`config.mk`:
```
export PLATFORM = sky130hd
export DESIGN_NAME = ccc_apb_cfg_master
export DESIGN_NICKNAME = d
export VERILOG_FILES = /design/src/rtl/ccc_cfg_pkg.sv /design/src/rtl/lock_sync2.sv /design/src/rtl/ccc_apb_cfg_master.sv
export SDC_FILE = /design/constraint.sdc
export NUM_CORES = 1
export LEC_CHECK = 0
export CAP_MARGIN = 20
export CORE_ASPECT_RATIO = 1.75
export CORE_MARGIN = 10
export CORE_UTILIZATION = 30
export DETAILED_ROUTE_END_ITERATION = 10
export DONT_BUFFER_PORTS = 1
export SYNTH_ARGS = -nofsm -noshare
export SYNTH_HDL_FRONTEND = slang
export SYNTH_SLANG_ARGS = --single-unit
```
`constraint.sdc`:
```
create_clock -name clk -period 1.9 [get_ports clk]
set_clock_uncertainty 0.05 [all_clocks]
set_input_delay 0 -clock clk [delete_from_list [all_inputs] [get_ports clk]]
set_output_delay 0 -clock clk [all_outputs]
set_load 0.01 [all_outputs]
```
`src/rtl/ccc_cfg_pkg.sv`:
```
// Shared types and constants for the CCC dynamic-configuration APB master.
// Contents: FSM state encoding, latched-command payload, CCC bus widths,
// named CCC register addresses and a counter-width helper.
package ccc_cfg_pkg;

  localparam int unsigned CCC_ADDR_W = 6;
  localparam int unsigned CCC_DATA_W = 8;

  // CCC configuration registers touched when retuning the output clocks
  localparam logic [CCC_ADDR_W-1:0] CCC_REG_GL0_DIV = 6'h03;
  localparam logic [CCC_ADDR_W-1:0] CCC_REG_GL1_DIV = 6'h06;
  localparam logic [CCC_ADDR_W-1:0] CCC_REG_FB_DIV  = 6'h0A;

  typedef enum logic [2:0] {
    ST_IDLE,
    ST_SETUP,
    ST_ACCESS,
    ST_WAIT_BUSY,
    ST_WAIT_LOCK,
    ST_RESP
  } state_e;

  typedef struct packed {
    logic                  write;
    logic                  wait_lock;
    logic [CCC_ADDR_W-1:0] addr;
    logic [CCC_DATA_W-1:0] wdata;
  } cmd_t;

  // Bits needed to hold 0..max_val, never less than one
  function automatic int unsigned cnt_width(input int unsigned max_val);
    return (max_val < 1) ? 1 : $clog2(max_val + 1);
  endfunction

endpackage

```
`src/rtl/lock_sync2.sv`:
```
// Two-flop synchronizer for asynchronous CCC status signals (e.g. LOCK).
// Ports:
//   clk   in  destination clock
//   reset in  synchronous active-high reset, output resets to 0
//   d_i   in  asynchronous input
//   q_o   out synchronized output
module lock_sync2 (
  input  logic clk,
  input  logic reset,
  input  logic d_i,
  output logic q_o
);

  logic meta_q;
  logic sync_q;

  always_ff @(posedge clk) begin
    if (reset) begin
      meta_q <= 1'b0;
      sync_q <= 1'b0;
    end else begin
      meta_q <= d_i;
      sync_q <= meta_q;
    end
  end

  assign q_o = sync_q;

endmodule

```
`src/rtl/ccc_apb_cfg_master.sv`:
```
// APB initiator for the fabric CCC dynamic-configuration port. Runs one
// read or write per command, waits for CCC BUSY to drop after a write and
// optionally for the PLL to re-lock, then returns a response.
// Ports:
//   clk, reset                     clock, synchronous active-high reset
//   cmd_valid/cmd_ready            command handshake
//   cmd_write/cmd_wait_lock        command kind and lock-wait request
//   cmd_addr/cmd_wdata             CCC register address and write data
//   rsp_valid/rsp_ready            response handshake
//   rsp_rdata/rsp_err              read data (0 on writes), timeout flag
//   ccc_preset_n                   CCC PRESET_N
//   ccc_psel/penable/pwrite/paddr/pwdata, ccc_prdata   CCC APB pins
//   ccc_busy                       CCC BUSY (synchronous)
//   ccc_lock                       CCC LOCK (asynchronous)
//   lock_o                         synchronized LOCK
module ccc_apb_cfg_master
  import ccc_cfg_pkg::*;
#(
  parameter int unsigned BUSY_TIMEOUT = 255,
  parameter int unsigned LOCK_TIMEOUT = 65535,
  parameter int unsigned LOCK_STABLE  = 4
) (
  input  logic                  clk,
  input  logic                  reset,
  input  logic                  cmd_valid,
  output logic                  cmd_ready,
  input  logic                  cmd_write,
  input  logic                  cmd_wait_lock,
  input  logic [CCC_ADDR_W-1:0] cmd_addr,
  input  logic [CCC_DATA_W-1:0] cmd_wdata,
  output logic                  rsp_valid,
  input  logic                  rsp_ready,
  output logic [CCC_DATA_W-1:0] rsp_rdata,
  output logic                  rsp_err,
  output logic                  ccc_preset_n,
  output logic                  ccc_psel,
  output logic                  ccc_penable,
  output logic                  ccc_pwrite,
  output logic [CCC_ADDR_W-1:0] ccc_paddr,
  output logic [CCC_DATA_W-1:0] ccc_pwdata,
  input  logic [CCC_DATA_W-1:0] ccc_prdata,
  input  logic                  ccc_busy,
  input  logic                  ccc_lock,
  output logic                  lock_o
);

  localparam int unsigned BUSY_W   = cnt_width(BUSY_TIMEOUT);
  localparam int unsigned LOCKTO_W = cnt_width(LOCK_TIMEOUT);
  localparam int unsigned STABLE_W = cnt_width(LOCK_STABLE);

  state_e                state_q, state_d;
  cmd_t                  cmd_q, cmd_d;
  logic [BUSY_W-1:0]     busy_cnt_q, busy_cnt_d;
  logic [LOCKTO_W-1:0]   lock_to_q, lock_to_d;
  logic [STABLE_W-1:0]   stable_q, stable_d;
  logic [STABLE_W-1:0]   stable_nxt_c;
  logic                  cmd_hs_c;

  logic                  cmd_ready_q, cmd_ready_d;
  logic                  rsp_valid_q, rsp_valid_d;
  logic [CCC_DATA_W-1:0] rsp_rdata_q, rsp_rdata_d;
  logic                  rsp_err_q, rsp_err_d;
  logic                  psel_q, psel_d;
  logic                  penable_q, penable_d;
  logic                  pwrite_q, pwrite_d;
  logic [CCC_ADDR_W-1:0] paddr_q, paddr_d;
  logic [CCC_DATA_W-1:0] pwdata_q, pwdata_d;
  logic                  preset_n_q;

  // LOCK crosses from the PLL domain
  lock_sync2 u_lock_sync (
    .clk   (clk),
    .reset (reset),
    .d_i   (ccc_lock),
    .q_o   (lock_o)
  );

  // cmd_ready_q is only ever high in IDLE and never during reset
  assign cmd_hs_c = cmd_valid & cmd_ready_q;

  // Next-state logic; every output register is derived from the next state
  always_comb begin
    state_d      = state_q;
    cmd_d        = cmd_q;
    busy_cnt_d   = busy_cnt_q;
    lock_to_d    = lock_to_q;
    stable_d     = stable_q;
    rsp_rdata_d  = rsp_rdata_q;
    rsp_err_d    = rsp_err_q;
    stable_nxt_c = lock_o ? ((&stable_q) ? stable_q : stable_q + STABLE_W'(1))
                          : '0;

    unique case (state_q)
      ST_IDLE: begin
        if (cmd_hs_c) begin
          cmd_d       = '{write: cmd_write, wait_lock: cmd_wait_lock,
                          addr: cmd_addr, wdata: cmd_wdata};
          rsp_rdata_d = '0;
          rsp_err_d   = 1'b0;
          state_d     = ST_SETUP;
        end
      end
      ST_SETUP: state_d = ST_ACCESS;
      ST_ACCESS: begin
        if (cmd_q.write) begin
          busy_cnt_d = '0;
          state_d    = ST_WAIT_BUSY;
        end else begin
          rsp_rdata_d = ccc_prdata;
          state_d     = ST_RESP;
        end
      end
      ST_WAIT_BUSY: begin
        if (!ccc_busy) begin
          if (cmd_q.wait_lock) begin
            lock_to_d = '0;
            stable_d  = '0;
            state_d   = ST_WAIT_LOCK;
          end else begin
            state_d = ST_RESP;
          end
        end else if (busy_cnt_q == BUSY_W'(BUSY_TIMEOUT)) begin
          rsp_err_d = 1'b1;
          state_d   = ST_RESP;
        end else begin
          busy_cnt_d = (&busy_cnt_q) ? busy_cnt_q : busy_cnt_q + BUSY_W'(1);
        end
      end
      ST_WAIT_LOCK: begin
        // Stable count includes the current cycle; lock wins over timeout
        stable_d = stable_nxt_c;
        if (stable_nxt_c == STABLE_W'(LOCK_STABLE)) begin
          state_d = ST_RESP;
        end else if (lock_to_q == LOCKTO_W'(LOCK_TIMEOUT)) begin
          rsp_err_d = 1'b1;
          state_d   = ST_RESP;
        end else begin
          lock_to_d = (&lock_to_q) ? lock_to_q : lock_to_q + LOCKTO_W'(1);
        end
      end
      ST_RESP: begin
        if (rsp_ready) begin
          rsp_err_d = 1'b0;
          state_d   = ST_IDLE;
        end
      end
      default: state_d = ST_IDLE;
    endcase

    cmd_ready_d = (state_d == ST_IDLE);
    rsp_valid_d = (state_d == ST_RESP);
    psel_d      = (state_d == ST_SETUP) || (state_d == ST_ACCESS);
    penable_d   = (state_d == ST_ACCESS);
    pwrite_d    = psel_d & cmd_d.write;
    paddr_d     = psel_d ? cmd_d.addr  : '0;
    pwdata_d    = psel_d ? cmd_d.wdata : '0;
  end

  // State and output registers
  always_ff @(posedge clk) begin
    if (reset) begin
      state_q     <= ST_IDLE;
      cmd_q       <= '0;
      busy_cnt_q  <= '0;
      lock_to_q   <= '0;
      stable_q    <= '0;
      cmd_ready_q <= 1'b0;
      rsp_valid_q <= 1'b0;
      rsp_rdata_q <= '0;
      rsp_err_q   <= 1'b0;
      psel_q      <= 1'b0;
      penable_q   <= 1'b0;
      pwrite_q    <= 1'b0;
      paddr_q     <= '0;
      pwdata_q    <= '0;
    end else begin
      state_q     <= state_d;
      cmd_q       <= cmd_d;
      busy_cnt_q  <= busy_cnt_d;
      lock_to_q   <= lock_to_d;
      stable_q    <= stable_d;
      cmd_ready_q <= cmd_ready_d;
      rsp_valid_q <= rsp_valid_d;
      rsp_rdata_q <= rsp_rdata_d;
      rsp_err_q   <= rsp_err_d;
      psel_q      <= psel_d;
      penable_q   <= penable_d;
      pwrite_q    <= pwrite_d;
      paddr_q     <= paddr_d;
      pwdata_q    <= pwdata_d;
    end
  end

  // CCC held in reset for the same cycles as this block, released one edge later
  always_ff @(posedge clk) begin
    preset_n_q <= ~reset;
  end

  assign cmd_ready    = cmd_ready_q;
  assign rsp_valid    = rsp_valid_q;
  assign rsp_rdata    = rsp_rdata_q;
  assign rsp_err      = rsp_err_q;
  assign ccc_preset_n = preset_n_q;
  assign ccc_psel     = psel_q;
  assign ccc_penable  = penable_q;
  assign ccc_pwrite   = pwrite_q;
  assign ccc_paddr    = paddr_q;
  assign ccc_pwdata   = pwdata_q;

endmodule

```
# Yosys cells after proc, flatten, opt, wreduce, memory -nomap -nowiden
# Index checks and enable logic that the tools add are counted.
[totals] reg_bits=77 inputBits=30 output_inout_bits=30 elab_cells=106
[op_classes] addsub=3 n_eq_ne=25 n_mux=37 bitwise=4 reduce_logical=17
[ops] operator="16-bit two-way mux" count=7
[ops] operator="8-bit two-way mux" count=6
[ops] operator="3-bit two-way mux" count=11
[ops] operator="16-bit one-hot mux with 2 select lines" count=1
[ops] operator="8-bit one-hot mux with 2 select lines" count=2
[ops] operator="2-bit inequality test (second input constant)" count=14
[ops] operator="3-bit one-hot mux with 6 select lines" count=1
[ops] operator="16-bit by 1-bit adder with 16-bit output (second input constant)" count=1
[ops] operator="16-bit == test (second input constant)" count=1
[ops] operator="16-bit AND reduction" count=1
[ops] operator="3-bit == test (second input constant)" count=4
[ops] operator="3-bit by 2-bit == test with 1-bit output (second input constant)" count=3
[ops] operator="3-bit AND reduction" count=3
[ops] operator="8-bit by 1-bit adder with 8-bit output (second input constant)" count=1
[ops] operator="8-bit == test (second input constant)" count=1
[ops] operator="8-bit AND reduction" count=1
[ops] operator="1-bit two-way mux" count=7
[ops] operator="7-bit AND reduction" count=1
[ops] operator="3-bit by 1-bit == test with 1-bit output (second input constant)" count=2
[ops] operator="3-bit logical NOT" count=2
[ops] operator="3-bit one-hot mux with 2 select lines" count=1
[ops] operator="6-bit AND reduction" count=1
[ops] operator="2-bit nonzero test" count=3
[ops] operator="5-bit AND reduction" count=1
[ops] operator="8 further kinds" count=10

# Depth between registers and ports, before layout
# Gate-level depths: netlist (run 1).
[depth] depth_word=10 mapped_depth=7 ltp_nobuf=6

# Modules after synthesis
# A second synthesis (run 1) with hierarchy kept.
[unflattened] hier_cells=351 hier_area_um2=3095.5
[modules_own_cells] mod="ccc_apb_cfg_master" n_inst=1 cells_per_inst=347 area_per_inst_um2=3042.9 seq_area_each_um2=1501.4
[modules_own_cells] mod="lock_sync2" n_inst=1 cells_per_inst=4 area_per_inst_um2=52.6 seq_area_each_um2=40.0

# Worst setup path after synthesis (run 1)
# OpenSTA, ideal clock, no wires.
[synth_timing] kind="register to register" start="reg stable_q[0]" end="reg lock_to_q[3]" setup_time_ns=0.132 arrival_ns=1.569 required_ns=1.718 path_slack_ns=0.149 path_stages_with_launch=8 path_buffers=1 period_less_slack_ns=1.751 cell_sequence="dfxtp_1 -> ha_1 -> and4bb_1 -> o2bb2ai_2 -> buf_6 -> nor4b_2 -> xnor2_1 -> nor2_1"
[synth_via] elab_chain_len=6 word_cells_on_any_way=7 cone_classes="1 x add/sub; 2 x eq/ne; 2 x mux; 2 x reduce/logical"
[synth_lines] element="start, declared" line="ccc_apb_cfg_master.sv:55" rtl="logic [STABLE_W-1:0] stable_q, stable_d;"
[synth_lines] element="start signal, assigned" line="ccc_apb_cfg_master.sv:181" rtl="stable_q <= stable_d;"
[synth_lines] element="3-bit by 1-bit adder with 3-bit output or 3-bit AND reduction (tied branches)" line="ccc_apb_cfg_master.sv:90" rtl="stable_nxt_c = lock_o ? ((&stable_q) ? stable_q : stable_q + STABLE_W'(1))"
[synth_lines] element="3-bit two-way mux * (2 in series)" line="ccc_apb_cfg_master.sv:90"
[synth_lines] element="3-bit == test *" line="ccc_apb_cfg_master.sv:132" rtl="if (stable_nxt_c == STABLE_W'(LOCK_STABLE)) begin"
[synth_lines] element="2-bit inequality test (no line) *"
[synth_lines] element="6-bit AND reduction (no line) *"
[synth_lines] element="end signal, assigned" line="ccc_apb_cfg_master.sv:180" rtl="lock_to_q <= lock_to_d;"
[synth_lines] element="end, declared" line="ccc_apb_cfg_master.sv:54" rtl="logic [LOCKTO_W-1:0] lock_to_q, lock_to_d;"
# Mark *: on every way between the ends. The rest lies on a longest branch, timed or not.
# A chain may end at the register's enable or synchronous reset.

# Worst setup path in the final report (run 1)
[layout_timing] start="reg stable_q[0]" end="reg cmd_ready_q, in the netlist cmd_ready"
[layout_via] elab_chain_len=7 word_cells_on_any_way=8 cone_classes="1 x add/sub; 1 x eq/ne; 4 x mux; 2 x reduce/logical"
[layout_lines] element="3-bit by 1-bit adder with 3-bit output or 3-bit AND reduction (tied branches)" line="ccc_apb_cfg_master.sv:90"
[layout_lines] element="3-bit two-way mux * (2 in series)" line="ccc_apb_cfg_master.sv:90"
[layout_lines] element="3-bit == test *" line="ccc_apb_cfg_master.sv:132"
[layout_lines] element="3-bit two-way mux *" line="ccc_apb_cfg_master.sv:132"
[layout_lines] element="3-bit one-hot mux with 6 select lines *" line="ccc_apb_cfg_master.sv:93" rtl="unique case (state_q)"
[layout_lines] element="3-bit logical NOT *" line="ccc_apb_cfg_master.sv:150" rtl="cmd_ready_d = (state_d == ST_IDLE);"
[layout_lines] element="end signal, assigned" line="ccc_apb_cfg_master.sv:182" rtl="cmd_ready_q <= cmd_ready_d;"
[layout_lines] element="end, declared" line="ccc_apb_cfg_master.sv:59" rtl="logic cmd_ready_q, cmd_ready_d;"
# Marks and branches as above.

==> results of run 1 <==
==> power groups by stage <==
| stage | registers (uW) | clock network, uW | logic [uW] |
|---|---|---|---|
| floorplan | 1880 | 0 | 563 |
| global placement | 1950 | 0 | 688 |
| detailed placement | 1960 | 0 | 700 |
| CTS | 1920 | 1740 | 775 |
| global route | 1940 | 1790 | 862 |
| finish | 1920 | 1690 | 771 |
==> layer usage <==
metal  track usage [%]  vias to the layer above  share of wire (%)
met5                 0                        -                  0
met4              5.35                        0                2.2
met3              3.07                        9                4.5
met2              18.2                       43                 54
met1              9.75                     1212                 39
li1                  -                     1264                  -
==> stage by stage <==
| stage | hold WS [ps] | setup WS (ps) |
|---|---|---|
| 2_1_floorplan | 78.2 | 149 |
| 3_3_place_gp | 28.2 | 131 |
| 3_5_place_dp | 30.2 | 97.8 |
| 4_1_cts | 9.31 | 82.3 |
| 5_1_grt | 44.1 | 2.04 |
| 6_report | 16.2 | 101 |
==> area by class of cell <==
class | instances | area [um2] | share of cell area, %
Inverter | 3 | 11.3 | 0.274
Multi-Input combinational cell | 243 | 1610 | 39.2
Clock inverter | 4 | 47.5 | 1.16
Clock buffer | 12 | 246 | 6.00
Sequential cell | 77 | 1540 | 37.6
Tap cell | 130 | 163 | 3.96
Timing Repair Buffer | 47 | 488 | 11.9
==> flip-flops by register name, indices dropped and copies added, names as in the netlist, 3 cells and up <==
register and cells:
stable_q 3, rsp_rdata 8, busy_cnt_q 8, cmd_q 16, ccc_paddr 6, ccc_pwdata 8, lock_to_q 16, state_q 3
==> cell families (layout without fill, tap and decap cells) <==
| group | Yosys count | after routing |
|---|---|---|
| AO/OA/AOI/OAI | 34 | 34 |
| AND/OR/NAND/NOR | 168 | 168 |
| adder cells (fa/ha/maj) | 3 | 3 |
| XOR/XNOR | 19 | 19 |
| multiplexers | 19 | 19 |
| flip-flops | 77 | 77 |
| buffers and inverters | 16 | 66 |
==> Yosys cell counts (all sizes together), types with 4 or more instances <==
master	instances	area (um2)
mux2i	19	190
nand3	14	70.1
nand2b	5	31.3
nor2	71	267
nand3b	6	45.0
xnor2	14	123
dfxtp	77	1540
a22oi	9	67.6
nor3	9	65.1
a21oi	7	38.8
nand4	8	71.3
o21ai	4	20.0
xor2	5	43.8
buf	8	63.8
clkbuf	5	18.8
nor4	6	83.8
nand2	22	87.6
and4	5	43.8
==> worst min-delay path, cell delays in order <==
cell	delay, ps
mux2i_1	120
a221oi_1	140
nor2_1	90
==> path summary, 6_finish.rpt <==
path | to | slack, ps | depth (start not counted)
setup / recovery | cmd_ready | 100 | 7
hold reg to reg | u_lock_sync.q_o | 400 | 1
hold / removal | state_q[2] | 20 | 3
setup reg to reg | cmd_ready | 100 | 7
==> what timing repair did <==
item                                    in CTS  in global routing
endpoints found under the hold margin       53                  0
hold buffers                                30                  0
resized for setup                            0                  1
endpoints found under the setup margin       0                 16
==> impl_metrics.toml, run 1 <==
[route]
drtPass1Iterations = 4
via_per_inst = 4.90
first_iter_violations = 72
wirelength_mm = 7.77
avgRoutedWirePerCell_um = 15.1
drc = 0
ant_nets = 0
dr_total_vias = 2528

[synthesis]
syn_inst = 336
synth-compound-area-share_pct = 7.48
yosys.area_share.simple_pct = 29.9
avgSynthCellArea_um2 = 9.65
async_flop_share_pct = 0
synth_cell_types = 54
syn_area_um2 = 3240
synth_edf_count = 0
yosysWarnings = 0
ys_seq_elements = 77
synth_xor_area_share_pct = 5.13
synth_top_family_by_area = "simple AND/OR/NAND/NOR gates"
yosysSeqAreaShare_pct = 47.5
synthAdderAreaFrac_pct = 1.16
muxShareOfSynthArea_pct = 5.86
synth_nets = 369
ys.flop_type = "dfxtp_1"

[timing]
layout_min_cycle_time_ps = 1800
drv_slew = 0
rsz0062_at_grt = "false"
setup_tns_ps = 0
fmaxAchievable_mhz = 556
hold_viol_final = 0
maxSlewHeadroom_pct = 68.5
finalSetupViolCount = 0
fin_crit_sh_pct = 94.7
tightest_slew_ps = 473

[power]
p_seq_share_pct = 43.9
swShare_pct = 27.3
clkPwrFrac_pct = 38.5
p_switching_uw = 1200
vdd_drop_max_v = 0.000661
p_int_uw = 3180
p_comb_share_pct = 17.6
power.density_nw_per_um2 = 1070
finalPower_uw = 4380
leakagePower_uw = 0.00158

[cts]
cts.sinks = 77
cts_tree = "done"
cts-htree-levels = 3
clk_pin_slew_ps = 60
cts-root-buf = "clkbuf_16"
clock_path_buffers = 2
clk-insertion-delay-late_ps = 330
cts_buffers = 9
cts_setup_buffers = 0

[status]
outcome = "completed"

[critical_path]
cp_slowest_cell = "dfxtp_1"
crit_start = "stable_q[0]"
crit_type = "reg -> reg"
cp_cell_sequence = "ha_1 > and4bb_1 > o2bb2ai_2 > buf_12 > o21a_1 > a21oi_2 > and4_1"
cp_max_fo = 15
r2r-start = "stable_q[0]"
crit_required_ps = 2130
crit_buf_inv = 1
crit_family = "compound AO/OA/AOI/OAI gates"
cp-end-kind = "flop"
crit_path_start_kind = "flop"
cp.arrival_ps = 2020
max_stage_delay_ps = 310

[final_layout]
final_common_cell = "dfxtp_1"
antennaDiodeCount = 0
final_util_pct = 38.6
post-route-cell-area_um2 = 4110
fill_cells = 1064
layout_common_cells = "76 x dfxtp_1, 71 x nor2_1, 29 x dlygate4sd3_1, 20 x nand2_1, 19 x mux2i_1"
final_cells = 516
drive_above_1_share_pct = 14.2
syn_to_final_growth_pct = 26.6
nets = 414

[die]
coreArea_um2 = 10600
start_util_pct = 30.5
die_x_um = 98.6
die_area_um2 = 15500
die_height_um = 158
rows = 50
ios = 60

[min_path]
hp-start = "ccc_busy"
holdCritPathClass = "in -> reg"

[run]
max-cap-violations = 0

[global_route]
overflow = 0
grt_max_degree = 37
grtUsageTotal_pct = 9.97
grt_pass1_wl_mm = 12.5
antenna_found_initial = 0
grt_pass1_vias = 2576

[place]
gp_routability_congestion = 0.835
dp_cells = 470
numPortBuffers = 0
postPlaceCellArea_um2 = 3500
post-dp-hpwl_mm = 5.49
No activity file was read; power rests on OpenSTA's default activity.
==> inputs of run 2 (changes only) <==
--- a/config.mk
+++ b/config.mk
@@ -5,6 +5,7 @@
 export SDC_FILE = /design/constraint.sdc
 export NUM_CORES = 1
 export LEC_CHECK = 0
+export ABC_AREA = 1
 export CAP_MARGIN = 20
 export CORE_ASPECT_RATIO = 1.75
 export CORE_MARGIN = 10
==> run 2 against run 1 <==
Register-to-register slack gained 50 ps; clock power grew 5%; wire length grew 17%; synthesized area grew 5.9%; synthesized cell count grew 40%; clock-buffer cell count shrank 3; flip-flop and latch count is the same; maximum frequency grew 3.1%; design area grew 2.6%; critical path depth grew 3; setup slack gained 54 ps.
==> impl_metrics.toml, run 2 <==
[run]
max-cap-violations = 0

[final_layout]
nets = 538
final_common_cell = "nand2_1"
syn_to_final_growth_pct = 22.7
reg_top3 = "cmd_q x16, lock_to_q x16"
fill_cells = 1127
antennaDiodeCount = 0
drive_above_1_share_pct = 8.63
layout_common_cells = "108 x nand2_1, 77 x dfxtp_1, 68 x nor2_1, 52 x inv_1"
final_util_pct = 37.7

[timing]
tightest_slew_ps = 459
rsz0062_at_grt = "false"
layout_min_cycle_time_ps = 1740
fmaxAchievable_mhz = 573
setup_tns_ps = 0
fin_crit_sh_pct = 91.8
hold_viol_final = 0
finalSetupViolCount = 0
maxSlewHeadroom_pct = 69.2
drv_slew = 0

[global_route]
grt_pass1_wl_mm = 15.0
grtUsageTotal_pct = 11.5
antenna_found_initial = 0
overflow = 0
grt_max_degree = 58
grt_pass1_vias = 3212

[synthesis]
synth_top_cell_area_share_pct = 44.9
avgSynthCellArea_um2 = 7.31
synth.most_common_cell = "nand2_1"
ys_seq_elements = 77
yosysSeqAreaShare_pct = 44.9
yosysWarnings = 0
syn_inst = 470
ys.flop_type = "dfxtp_1"
synth_cell_types = 33
async_flop_share_pct = 0
syn_area_um2 = 3440
yosys.area.top_type = "dfxtp_1"
yosys-top-cells-count = "108 x nand2_1, 77 x dfxtp_1, 68 x nor2_1"
synth_top_cells_by_area = "dfxtp_1 45%, nand2_1 12%, nor2_1 7.4%"
synth_nets = 503
synth_edf_count = 0

[route]
wirelength_mm = 9.06
drtPass1Iterations = 4
top_layer_used = "met4"
avgRoutedWirePerCell_um = 14.1
first_iter_violations = 91
drc = 0
wl_met3_um = 498
route.met2.wl_mm = 5.06
via_per_inst = 4.85
ant_nets = 0
dr_total_vias = 3112
wl_met1_mm = 3.36

[cts]
cts.sinks = 77
cts_setup_buffers = 0
clk_pin_slew_ps = 70
clock_path_buffers = 2
cts-htree-levels = 3
cts_buffers = 9
cts_resized = 0
clk-insertion-delay-late_ps = 350
cts-root-buf = "clkbuf_16"
cts_tree = "done"

[die]
coreArea_um2 = 11200
rows = 51
die_x_um = 101
die_area_um2 = 16300
start_util_pct = 30.8
die_height_um = 162
ios = 60

[critical_path]
cp-end-kind = "flop"
r2r-end = "lock_to_q[7]"
cp.arrival_ps = 1940
crit_required_ps = 2090
rr_worst_depth = 10
crit_path_start_kind = "flop"
r2r-start = "lock_to_q[0]"
crit_type = "reg -> reg"
reg2reg_slack_ps = 160
cp_max_fo = 19

[min_path]
hold_depth = 5
hp-start = "rsp_ready"
holdCritPathClass = "in -> reg"
hold_end = "state_q[0]"

[power]
vdd_drop_max_v = 0.000660
leakagePower_uw = 0.00166
power.density_nw_per_um2 = 970

[place]
gp_routability_congestion = 0.869
numPortBuffers = 0
post-dp-hpwl_mm = 6.55

[status]
outcome = "completed"
## run 2: repair_timing
action                     in CTS  in global routing
setup endpoints to repair       0                  0
hold endpoints to repair       74                  0
hold buffers                   29                  0
## run 2: worst max-delay path, stage by stage, from the launching register on
cell and delay, ps:
dfxtp_1 380, ha_1 240, inv_1 70, nor2_2 140, nand2_2 100, nor2_4 150
nor2_4 50, nand2_4 120, nand2_8 120, a21oi_1 160, nor2_1 70
## run 2: power by group
part / switching [uW] / total, uW / internal [uW]
combinational: 333 / 527 / 194
sequential: 65.2 / 1780 / 1710
clock: 749 / 1780 / 1040
total: 1150 / 4090 / 2940
## run 2: cell families after synthesis
| logic type | synth area share [%] |
|---|---|
| AO/OA/AOI/OAI | 7.28 |
| adder cells (fa/ha/maj) | 1.09 |
| flip-flops | 44.9 |
| XOR/XNOR | 2.29 |
| multiplexers | 1.75 |
| buffers and inverters | 8.81 |
| AND/OR/NAND/NOR | 33.9 |
## run 2: layer usage
metal	up-vias	GRT usage [%]
li1	1572	-
met1	1473	10.5
met2	59	21.9
met3	8	3.67
met4	0	5.28
met5	-	0
## run 2: final cells by class
| class | instances | area (um2) | area share (%) |
|---|---|---|---|
| multi-input combinational | 323 | 1590 | 37.8 |
| sequential | 77 | 1540 | 36.6 |
| timing repair buffer | 37 | 393 | 9.32 |
| clock buffer | 9 | 225 | 5.34 |
| inverter | 57 | 216 | 5.14 |
| tap | 132 | 165 | 3.92 |
| clock inverter | 7 | 81.3 | 1.93 |
## run 2: how the worst max path moves through the flow
| stage | slack (ps) | cells past startpoint | startpoint | to |
|---|---|---|---|---|
| after floorplan | 240 | 11 | lock_to_q[0] | lock_to_q[14] |
| after global placement | 200 | 10 | lock_to_q[0] | lock_to_q[4] |
| after detailed placement | 190 | 10 | lock_to_q[0] | lock_to_q[4] |
| after CTS | 160 | 10 | lock_to_q[0] | lock_to_q[4] |
| after global routing | 20 | 10 | lock_to_q[0] | lock_to_q[7] |
| final | 160 | 10 | lock_to_q[0] | lock_to_q[7] |
## run 2: per-stage QoR
stage | instance area [um2] | setup WS [ps] | total power [uW] | hold slack [ps] | instances
floorplan | 3440 | 240 | 2170 | 57.0 | 470
global placement | 3600 | 199 | 2260 | 28.4 | 597
global route | 4210 | 21.0 | 4290 | 127 | 642
CTS | 4210 | 162 | 4150 | 84.9 | 642
detailed placement | 3600 | 187 | 2270 | 31.0 | 597
finish | 4210 | 155 | 4090 | 87.5 | 642
==> inputs of run 3 (changes only) <==
--- a/config.mk
+++ b/config.mk
@@ -9,9 +9,10 @@
 export CAP_MARGIN = 20
 export CORE_ASPECT_RATIO = 1.75
 export CORE_MARGIN = 10
-export CORE_UTILIZATION = 30
+export CORE_UTILIZATION = 60
 export DETAILED_ROUTE_END_ITERATION = 10
 export DONT_BUFFER_PORTS = 1
+export PLACE_DENSITY = 0.76
 export SYNTH_ARGS = -nofsm -noshare
 export SYNTH_HDL_FRONTEND = slang
 export SYNTH_SLANG_ARGS = --single-unit
==> run 3 against run 2 <==
Via count is 1.3% lower; clock power is 22% lower; combinational power is 0.8% lower; critical path type unchanged; non-clock buffer count is 4 lower; maximum frequency is 1.4% higher; largest power group unchanged; register-to-register slack better by 20 ps.
==> impl_metrics.toml, run 3 (synthesis results as in run 2) <==
[timing]
worst_slack_ps = 178
finalSetupViolCount = 0
rsz0062_at_grt = "false"
tightest_slew_ps = 471
layout_min_cycle_time_ps = 1720
maxSlewHeadroom_pct = 68.4
drv_slew = 0
fin_crit_sh_pct = 90.6
hold_viol_final = 0
fmaxAchievable_mhz = 581
setup_tns_ps = 0

[status]
outcome = "completed"

[global_route]
grt_pass1_wl_mm = 14.2
grt_max_degree = 58
grtUsageTotal_pct = 18.9
overflow = 0
antenna_found_initial = 0
grt_pass1_vias = 3086

[place]
pre_cts_slack_ps = 145
numPortBuffers = 0
post-dp-hpwl_mm = 5.74
gp_routability_congestion = 0.932
dp_cells = 538

[power]
p_int_uw = 2670
leakagePower_uw = 0.00160
finalPower_uw = 3680
clkPwrFrac_pct = 37.5
p_comb_share_pct = 14.2
vdd_drop_max_v = 0.000872
swShare_pct = 27.5
p_seq_share_pct = 48.3
p_switching_uw = 1010
power.density_nw_per_um2 = 912

[min_path]
hp-start = "rsp_ready"
holdCritPathClass = "in -> reg"

[critical_path]
reg2reg_slack_ps = 180
crit_path_start_kind = "flop"
max_stage_delay_ps = 390
crit_required_ps = 2140
path_common_cell = "nor2_4"
cp-end-kind = "flop"
crit_start = "lock_to_q[0]"
cp_slowest_cell = "dfxtp_1"
cp_cell_sequence = "ha_2 > inv_1 > nor2_4 > nand2_2 > nor2_4 > nor2_4 > nand2_4 > buf_12 > nand3_1 > a21oi_1"
cp_max_fo = 13
r2r-start = "lock_to_q[0]"
cp.arrival_ps = 1970
crit_type = "reg -> reg"

[final_layout]
final_util_pct = 72.3
fill_cells = 449
nets = 534
multi_input_area_um2 = 1600
reg_top3 = "cmd_q x16, lock_to_q x16"
layout_common_cells = "108 x nand2_1, 77 x dfxtp_1, 68 x nor2_1, 52 x inv_1"
drive_above_1_share_pct = 8.12
final_common_cell = "nand2_1"
regArea_um2 = 1540
final_cells = 581
antennaDiodeCount = 0
syn_to_final_growth_pct = 17.6

[die]
start_util_pct = 61.5
die_height_um = 120
die_x_um = 77.2
rows = 36
coreArea_um2 = 5590
die_area_um2 = 9270
ios = 60

[cts]
clk_pin_slew_ps = 80
cts.sinks = 77
cts-root-buf = "clkbuf_8"
cts-htree-levels = 3
cts_tree = "done"
clk-insertion-delay-late_ps = 360
cts_setup_buffers = 0
clock_path_buffers = 2
cts_buffers = 9

[route]
avgRoutedWirePerCell_um = 14.6
wirelength_mm = 8.50
first_iter_violations = 256
ant_nets = 0
drc = 0
dr_total_vias = 3072
drtPass1Iterations = 4
via_per_inst = 5.29

[run]
max-cap-violations = 0
run 3: metrics by stage:
stage          cell area (um2)  hold slack (ps)
3_5_place_dp              3510             22.1
2_1_floorplan             3440             57.0
5_1_grt                   4040              117
3_3_place_gp              3510             22.0
6_report                  4040             39.4
4_1_cts                   4030             32.3
run 3: metal layers:
layer  wire length [um]  share of wire, %  up-vias  GRT usage, %
met3                433               5.1       27          5.75
met4                301               3.5        0          10.7
met1               3060                36     1422          18.0
met2               4710                55       59          34.9
li1                   -                 -     1564             -
met5                  0                 0        -             0
run 3: final timing paths:
kind	to	cells after the start
worst max-delay path	lock_to_q[6]	10
worst min-delay path	state_q[0]	5
worst max register to register	lock_to_q[6]	10
worst min register to register	u_lock_sync.q_o	2
run 3: repair_timing:
item,CTS,global route
hold buffers,28,0
endpoints found under the hold margin,74,0
endpoints found under the setup margin,0,18
resized for setup,0,3
run 3: cell type report:
type | count | share of cell area [%]
tap | 76 | 2.35
sequential | 77 | 38.2
multi-input combinational | 323 | 39.7
timing repair buffer | 33 | 8.92
inverter | 57 | 5.36
clock inverter | 5 | 2.11
clock buffer | 10 | 3.41
run 3: worst max-delay path, delay by kind of cell (launching register included):
kind                     cells  cell delay [ps]
AO/OA/AOI/OAI                1              160
adder cells (fa/ha/maj)      1              240
buffers and inverters        2              210
flip-flops                   1              390
AND/OR/NAND/NOR              6              610
run 3: power by group through the flow:
stage	Clock, uW	Combinational [uW]	Sequential (uW)
6_report	1380	523	1780
5_1_grt	1450	592	1790
4_1_cts	1400	510	1780
3_5_place_dp	0	436	1820
3_3_place_gp	0	424	1820
2_1_floorplan	0	366	1800
